<file path="src/rtl/inst_queue_pkg.sv">
// Shared fetch/decode types: exception codes, the fetch entry
// bundle and the default instruction queue depth.
package inst_queue_pkg;

  typedef enum logic [2:0] {
    EXC_NONE = 3'd0,
    EXC_INT  = 3'd1,
    EXC_ADEF = 3'd2,
    EXC_TLBR = 3'd3,
    EXC_PIF  = 3'd4,
    EXC_PPI  = 3'd5
  } exception_t;

  localparam int IQ_DEPTH = 8;

  typedef struct packed {
    logic [31:0] pc;
    logic [31:0] inst;
    logic        have_exception;
    exception_t  exception_type;
    logic        pred_taken;
    logic [31:0] pred_target;
  } fetch_entry_t;

endpackage

</file>
<file path="src/rtl/inst_queue.sv">
// Two-in / two-out instruction queue decoupling fetch from the
// dual decoder slots; flushed by backend redirects.
module inst_queue
  import inst_queue_pkg::*;
#(
  parameter int DEPTH = IQ_DEPTH
) (
  input  logic                  clk,
  input  logic                  resetn,
  input  logic                  flush,
  input  logic [1:0]            in_valid,
  input  logic [1:0][31:0]      in_pc,
  input  logic [1:0][31:0]      in_inst,
  input  logic [1:0]            in_have_exception,
  input  exception_t [1:0]      in_exception_type,
  input  logic [1:0]            in_pred_taken,
  input  logic [1:0][31:0]      in_pred_target,
  output logic                  in_ready,
  output logic [1:0]            out_valid,
  output logic [1:0][31:0]      out_pc,
  output logic [1:0][31:0]      out_inst,
  output logic [1:0]            out_have_exception,
  output exception_t [1:0]      out_exception_type,
  output logic [1:0]            out_pred_taken,
  output logic [1:0][31:0]      out_pred_target,
  input  logic [1:0]            out_accept
);

  localparam int PTR_W = $clog2(DEPTH);
  localparam logic [PTR_W:0] READY_MAX = (PTR_W+1)'(DEPTH - 2);
  localparam logic [PTR_W:0] CNT_ONE = (PTR_W+1)'(1);
  localparam logic [PTR_W:0] CNT_TWO = (PTR_W+1)'(2);

  fetch_entry_t         r_mem [DEPTH];
  logic [PTR_W-1:0]     r_head;
  logic [PTR_W-1:0]     r_tail;
  logic [PTR_W:0]       r_count;

  logic [PTR_W-1:0]     w_head1;
  logic [PTR_W-1:0]     w_tail1;
  logic                 w_push;
  logic                 w_push2;
  logic                 w_pop0;
  logic                 w_pop1;
  logic [PTR_W:0]       w_push_n;
  logic [PTR_W:0]       w_pop_n;
  fetch_entry_t [1:0]   w_in;
  fetch_entry_t [1:0]   w_out;

  assign w_head1 = r_head + PTR_W'(1);
  assign w_tail1 = r_tail + PTR_W'(1);

  // Credit only the registered count, so pops never reach in_ready.
  assign in_ready  = (r_count <= READY_MAX);
  assign out_valid = {r_count >= CNT_TWO, r_count >= CNT_ONE};

  assign w_push  = in_ready & in_valid[0] & ~flush;
  assign w_push2 = w_push & in_valid[1] & ~in_pred_taken[0];
  assign w_pop0  = out_accept[0] & out_valid[0];
  assign w_pop1  = out_accept[1] & out_valid[1];

  assign w_push_n = {{PTR_W{1'b0}}, w_push}
                  + {{PTR_W{1'b0}}, w_push2};
  assign w_pop_n  = {{PTR_W{1'b0}}, w_pop0}
                  + {{PTR_W{1'b0}}, w_pop1};

  always_comb begin
    for (int i = 0; i < 2; i++) begin
      w_in[i].pc             = in_pc[i];
      w_in[i].inst           = in_inst[i];
      w_in[i].have_exception = in_have_exception[i];
      w_in[i].exception_type = in_exception_type[i];
      w_in[i].pred_taken     = in_pred_taken[i];
      w_in[i].pred_target    = in_pred_target[i];
    end
  end

  assign w_out[0] = r_mem[r_head];
  assign w_out[1] = r_mem[w_head1];

  always_comb begin
    for (int i = 0; i < 2; i++) begin
      out_pc[i]             = w_out[i].pc;
      out_inst[i]           = w_out[i].inst;
      out_have_exception[i] = w_out[i].have_exception;
      out_exception_type[i] = w_out[i].exception_type;
      out_pred_taken[i]     = w_out[i].pred_taken;
      out_pred_target[i]    = w_out[i].pred_target;
    end
  end

  always_ff @(posedge clk) begin
    if (w_push)  r_mem[r_tail]  <= w_in[0];
    if (w_push2) r_mem[w_tail1] <= w_in[1];
  end

  always_ff @(posedge clk) begin
    if (!resetn || flush) begin
      r_head  <= '0;
      r_tail  <= '0;
      r_count <= '0;
    end else begin
      r_head  <= r_head + w_pop_n[PTR_W-1:0];
      r_tail  <= r_tail + w_push_n[PTR_W-1:0];
      r_count <= r_count + w_push_n - w_pop_n;
    end
  end

  a_accept_prefix: assert property (
    @(posedge clk) disable iff (!resetn)
    out_accept != 2'b10
  );

endmodule
</file>
<file path="config.mk">
export PLATFORM = sky130hd
export DESIGN_NAME = inst_queue
export DESIGN_NICKNAME = d
export VERILOG_FILES = /design/src/rtl/inst_queue_pkg.sv /design/src/rtl/inst_queue.sv
export SDC_FILE = /design/constraint.sdc
export NUM_CORES = 2
export LEC_CHECK = 0
export ABC_AREA = 0
export CORE_MARGIN = 1
export CORE_UTILIZATION = 45
export CTS_BUF_LIST = sky130_fd_sc_hd__clkbuf_4 sky130_fd_sc_hd__clkbuf_8
export CTS_CLUSTER_SIZE = 12
export DETAILED_ROUTE_END_ITERATION = 7
export PLACE_DENSITY = 0.72
export SYNTH_ARGS = -nofsm -noshare
export SYNTH_HDL_FRONTEND = slang
export SYNTH_SLANG_ARGS = --single-unit
</file>
<file path="constraint.sdc">
create_clock -name clk -period 32.6 [get_ports clk]
set_input_delay 4.89 -clock clk [delete_from_list [all_inputs] [get_ports clk]]
set_output_delay 4.89 -clock clk [all_outputs]
set_load 0.01 [all_outputs]
</file>
==> impl_metrics.env <==
export IMPL_core_um2=104100
export IMPL_place_hpwl_um=77470
export IMPL_power_mw=3.137
export IMPL_synthFlopType="edfxtp_1"
export IMPL_status="finished clean"
export IMPL_clock_path_buffers=3
export IMPL_cts_tree="built"
export IMPL_yosysWarnings=0
export IMPL_slew_viol_final=0
export IMPL_ys_seq_area_share_pct=51.51
export IMPL_final_nets=3179
export IMPL_syn_inst=2542
export IMPL_cts_resized=0
export IMPL_arrival_ps=5860
export IMPL_holdCritStartpoint="r_count[0]$_SDFF_PP0_"
export IMPL_numCtsBuffers=146
export IMPL_cp_max_fo=64
export IMPL_r2r_start="r_tail[0]$_SDFF_PP0_"
export IMPL_r2r_end="r_mem[7][34]$_DFFE_PP_"
export IMPL_layout_min_cycle_time_ps=10750
export IMPL_area_growth_pct=16.84
export IMPL_grt_max_degree=137
export IMPL_cap_viol_max_count=0
export IMPL_wl_per_cell_um=30.46
export IMPL_synth_top_family_by_area="multiplexers"
export IMPL_worstSetupPathType="flip-flop to primary output"
export IMPL_yosys_area_share_simple_pct=0.6218
export IMPL_grt_pass1_wl_um=198800
export IMPL_avgViaCountPerCell=6.218
export IMPL_syn_nets=2767
export IMPL_synth_top_area_share_pct=51.09
export IMPL_yosys_top_cells_count="mux2_2, edfxtp_1, mux4_2"
export IMPL_yosysUniqueCellTypes=41
export IMPL_fin_setup_tns_ps=0
export IMPL_p_per_area_nw_per_um2=56.53
export IMPL_globalRouteTotalUtil_pct=25.40
export IMPL_worstHoldPathCells=2
export IMPL_max_slew_margin_pct=19.35
export IMPL_worstMarginPinSlew_ps=1210
export IMPL_finalCritPeriodShare_pct=32.98
export IMPL_cp_start_kind="flip-flop"
export IMPL_setup_viol=0
export IMPL_vias=27760
export IMPL_ys_ff_latch=818
export IMPL_min_delay_path_class="flip-flop to flip-flop"
export IMPL_drive_gt1_share_pct=54.69
export IMPL_drtIter0Drc=2416
export IMPL_grt_pass1_vias=30020
export IMPL_gp_congestion=0.7927
export IMPL_synth_enable_flop_cells=808
export IMPL_synth_mux_area_share_pct=43.71
export IMPL_start_util_pct=45.62
export IMPL_regToRegSetupSlack_ps=28080
export IMPL_die_y_um=326.9
export IMPL_io_pins=414
export IMPL_clock_sinks=818
export IMPL_overflow=0
export IMPL_cts_root_buffer="clkbuf_8"
export IMPL_synth_xor_area_share_pct=0.1107
export IMPL_synthAdderAreaFrac_pct=0.4848
export IMPL_firstDrtPassIters=5
export IMPL_ant_nets=0
export IMPL_routed_wl_um=136000
export IMPL_rsz0062_at_grt="false"
export IMPL_cts_hold_buf=0
export IMPL_synth_top_cells_by_area="edfxtp_1, mux2_2, mux4_2, mux2_4, buf_6"
export IMPL_yosysMostFrequentCell="mux2_2"
export IMPL_syn_cell_area_um2=47490
export IMPL_antenna_found_initial=24
export IMPL_post_cts_buffers=0
export IMPL_p_leak_nw=17.83
export IMPL_fmax_mhz=93.02
export IMPL_crit_path_end_kind="primary output"
export IMPL_num_rows=118
export IMPL_hold_viol_final=0
export IMPL_clk_latency_ps=810
export IMPL_min_to="r_count[0]$_SDFF_PP0_"
export IMPL_synth_compound_area_share_pct=0.3373
export IMPL_cp_required_ps=27710
export IMPL_fin_skew_ps=35.79
export IMPL_ir_drop_mv=0.05799
export IMPL_syn_avg_cell_area_um2=18.68
export IMPL_async_flop_share_pct=0
export IMPL_clk_pin_slew_ps=60
export IMPL_reg2reg_depth=7
export IMPL_yosysTopAreaCell="edfxtp_1"
export IMPL_dieArea_um2=106800
export IMPL_cts_htree_levels=4
export IMPL_die_w_um=326.9
export IMPL_drc=0
export IMPL_io_buffers=413
[stage by stage]
stage	area, um2	std cells	util (%)	hold slack [ps]	setup WS [ps]
after detailed placement	52540	4186	50.48	667.2	22590
after global placement	52540	4186	50.48	630.7	22730
final	55490	4465	53.31	663.6	21850
after CTS	55440	4448	53.27	664.2	21670
after floorplan	47490	2542	-	574.4	19000
after global routing	55470	4460	53.30	732.0	21440
[power breakdown]
part / internal, mW / switching, mW
Sequential: 1.18 / 0.0195
Clock: 0.531 / 0.444
Combinational: 0.535 / 0.424
Total: 2.25 / 0.888
[cells in the final DEF, fill, tap and decap left out, drive strengths merged, types with 6 or more instances in the layout]
master / instances
buf: 55
o21bai: 8
clkbuf: 187
nand3: 7
clkdlybuf4s50: 413
nor2: 18
ha: 12
dfxtp: 10
bufinv: 7
clkinv: 58
mux4: 404
diode: 17
and2: 6
edfxtp: 808
mux2: 1002
inv: 21
[area by class of cell]
class | count | area (um2)
Antenna cell | 17 | 42.54
Clock buffer | 187 | 2361
Clock inverter | 75 | 541.8
Fill cell | 8178 | 48600
Inverter | 15 | 56.30
Multi-Input combinational cell | 1505 | 21670
Sequential cell | 818 | 24470
Tap cell | 1380 | 1727
Timing Repair Buffer | 468 | 4609
[critical path: stages (launching register included)]
cell and delay (ps):
dfxtp_4 830, buf_4 880, buf_4 840, buf_4 880, mux4_2 610, mux2_2 280, clkdlybuf4s50_1 530
[per-layer routing]
layer / wire length, um / track usage [%] / part of all wire, % / vias to the layer above
li1: - / - / - / 11550
met1: 54290 / 32.91 / 40 / 14800
met2: 67490 / 41.79 / 50 / 1185
met3: 10820 / 6.212 / 8.0 / 210
met5: 128 / 0 / 0.094 / -
met4: 3250 / 8.543 / 2.4 / 20
[state kept, by name (all words and copies together) (netlist names)]
| signal | flops |
|---|---|
| r_mem | 808 |
| r_count | 4 |
| r_head | 3 |
| r_tail | 3 |
[how the worst max path moves through the flow]
stage	slack [ps]	startpoint	cells after the start	to
finish	21850	r_head[0]$_SDFF_PP0_	6	out_pc[43]
floorplan	19000	flush	4	r_mem[3][0]$_DFFE_PP_
CTS	21670	r_head[0]$_SDFF_PP0_	6	out_pc[43]
global route	21440	r_head[0]$_SDFF_PP0_	6	out_pc[43]
global placement	22730	r_head[0]$_SDFF_PP0_	6	out_pc[37]
detailed placement	22590	r_head[0]$_SDFF_PP0_	6	out_pc[43]
[cell families (layout without fill, tap and decap cells)]
| kind of cell | after synthesis | after routing |
|---|---|---|
| muxes | 1406 | 1406 |
| DFF | 818 | 818 |
| buffers and inverters | 219 | 745 |
| and+or+nand+nor | 55 | 55 |
| AOI/OAI and AO/OA | 22 | 22 |
| adders and majority gates | 16 | 16 |
| xor gates and xnor gates | 6 | 6 |
| other | 0 | 17 |
Power figures use the tool's default switching activity.
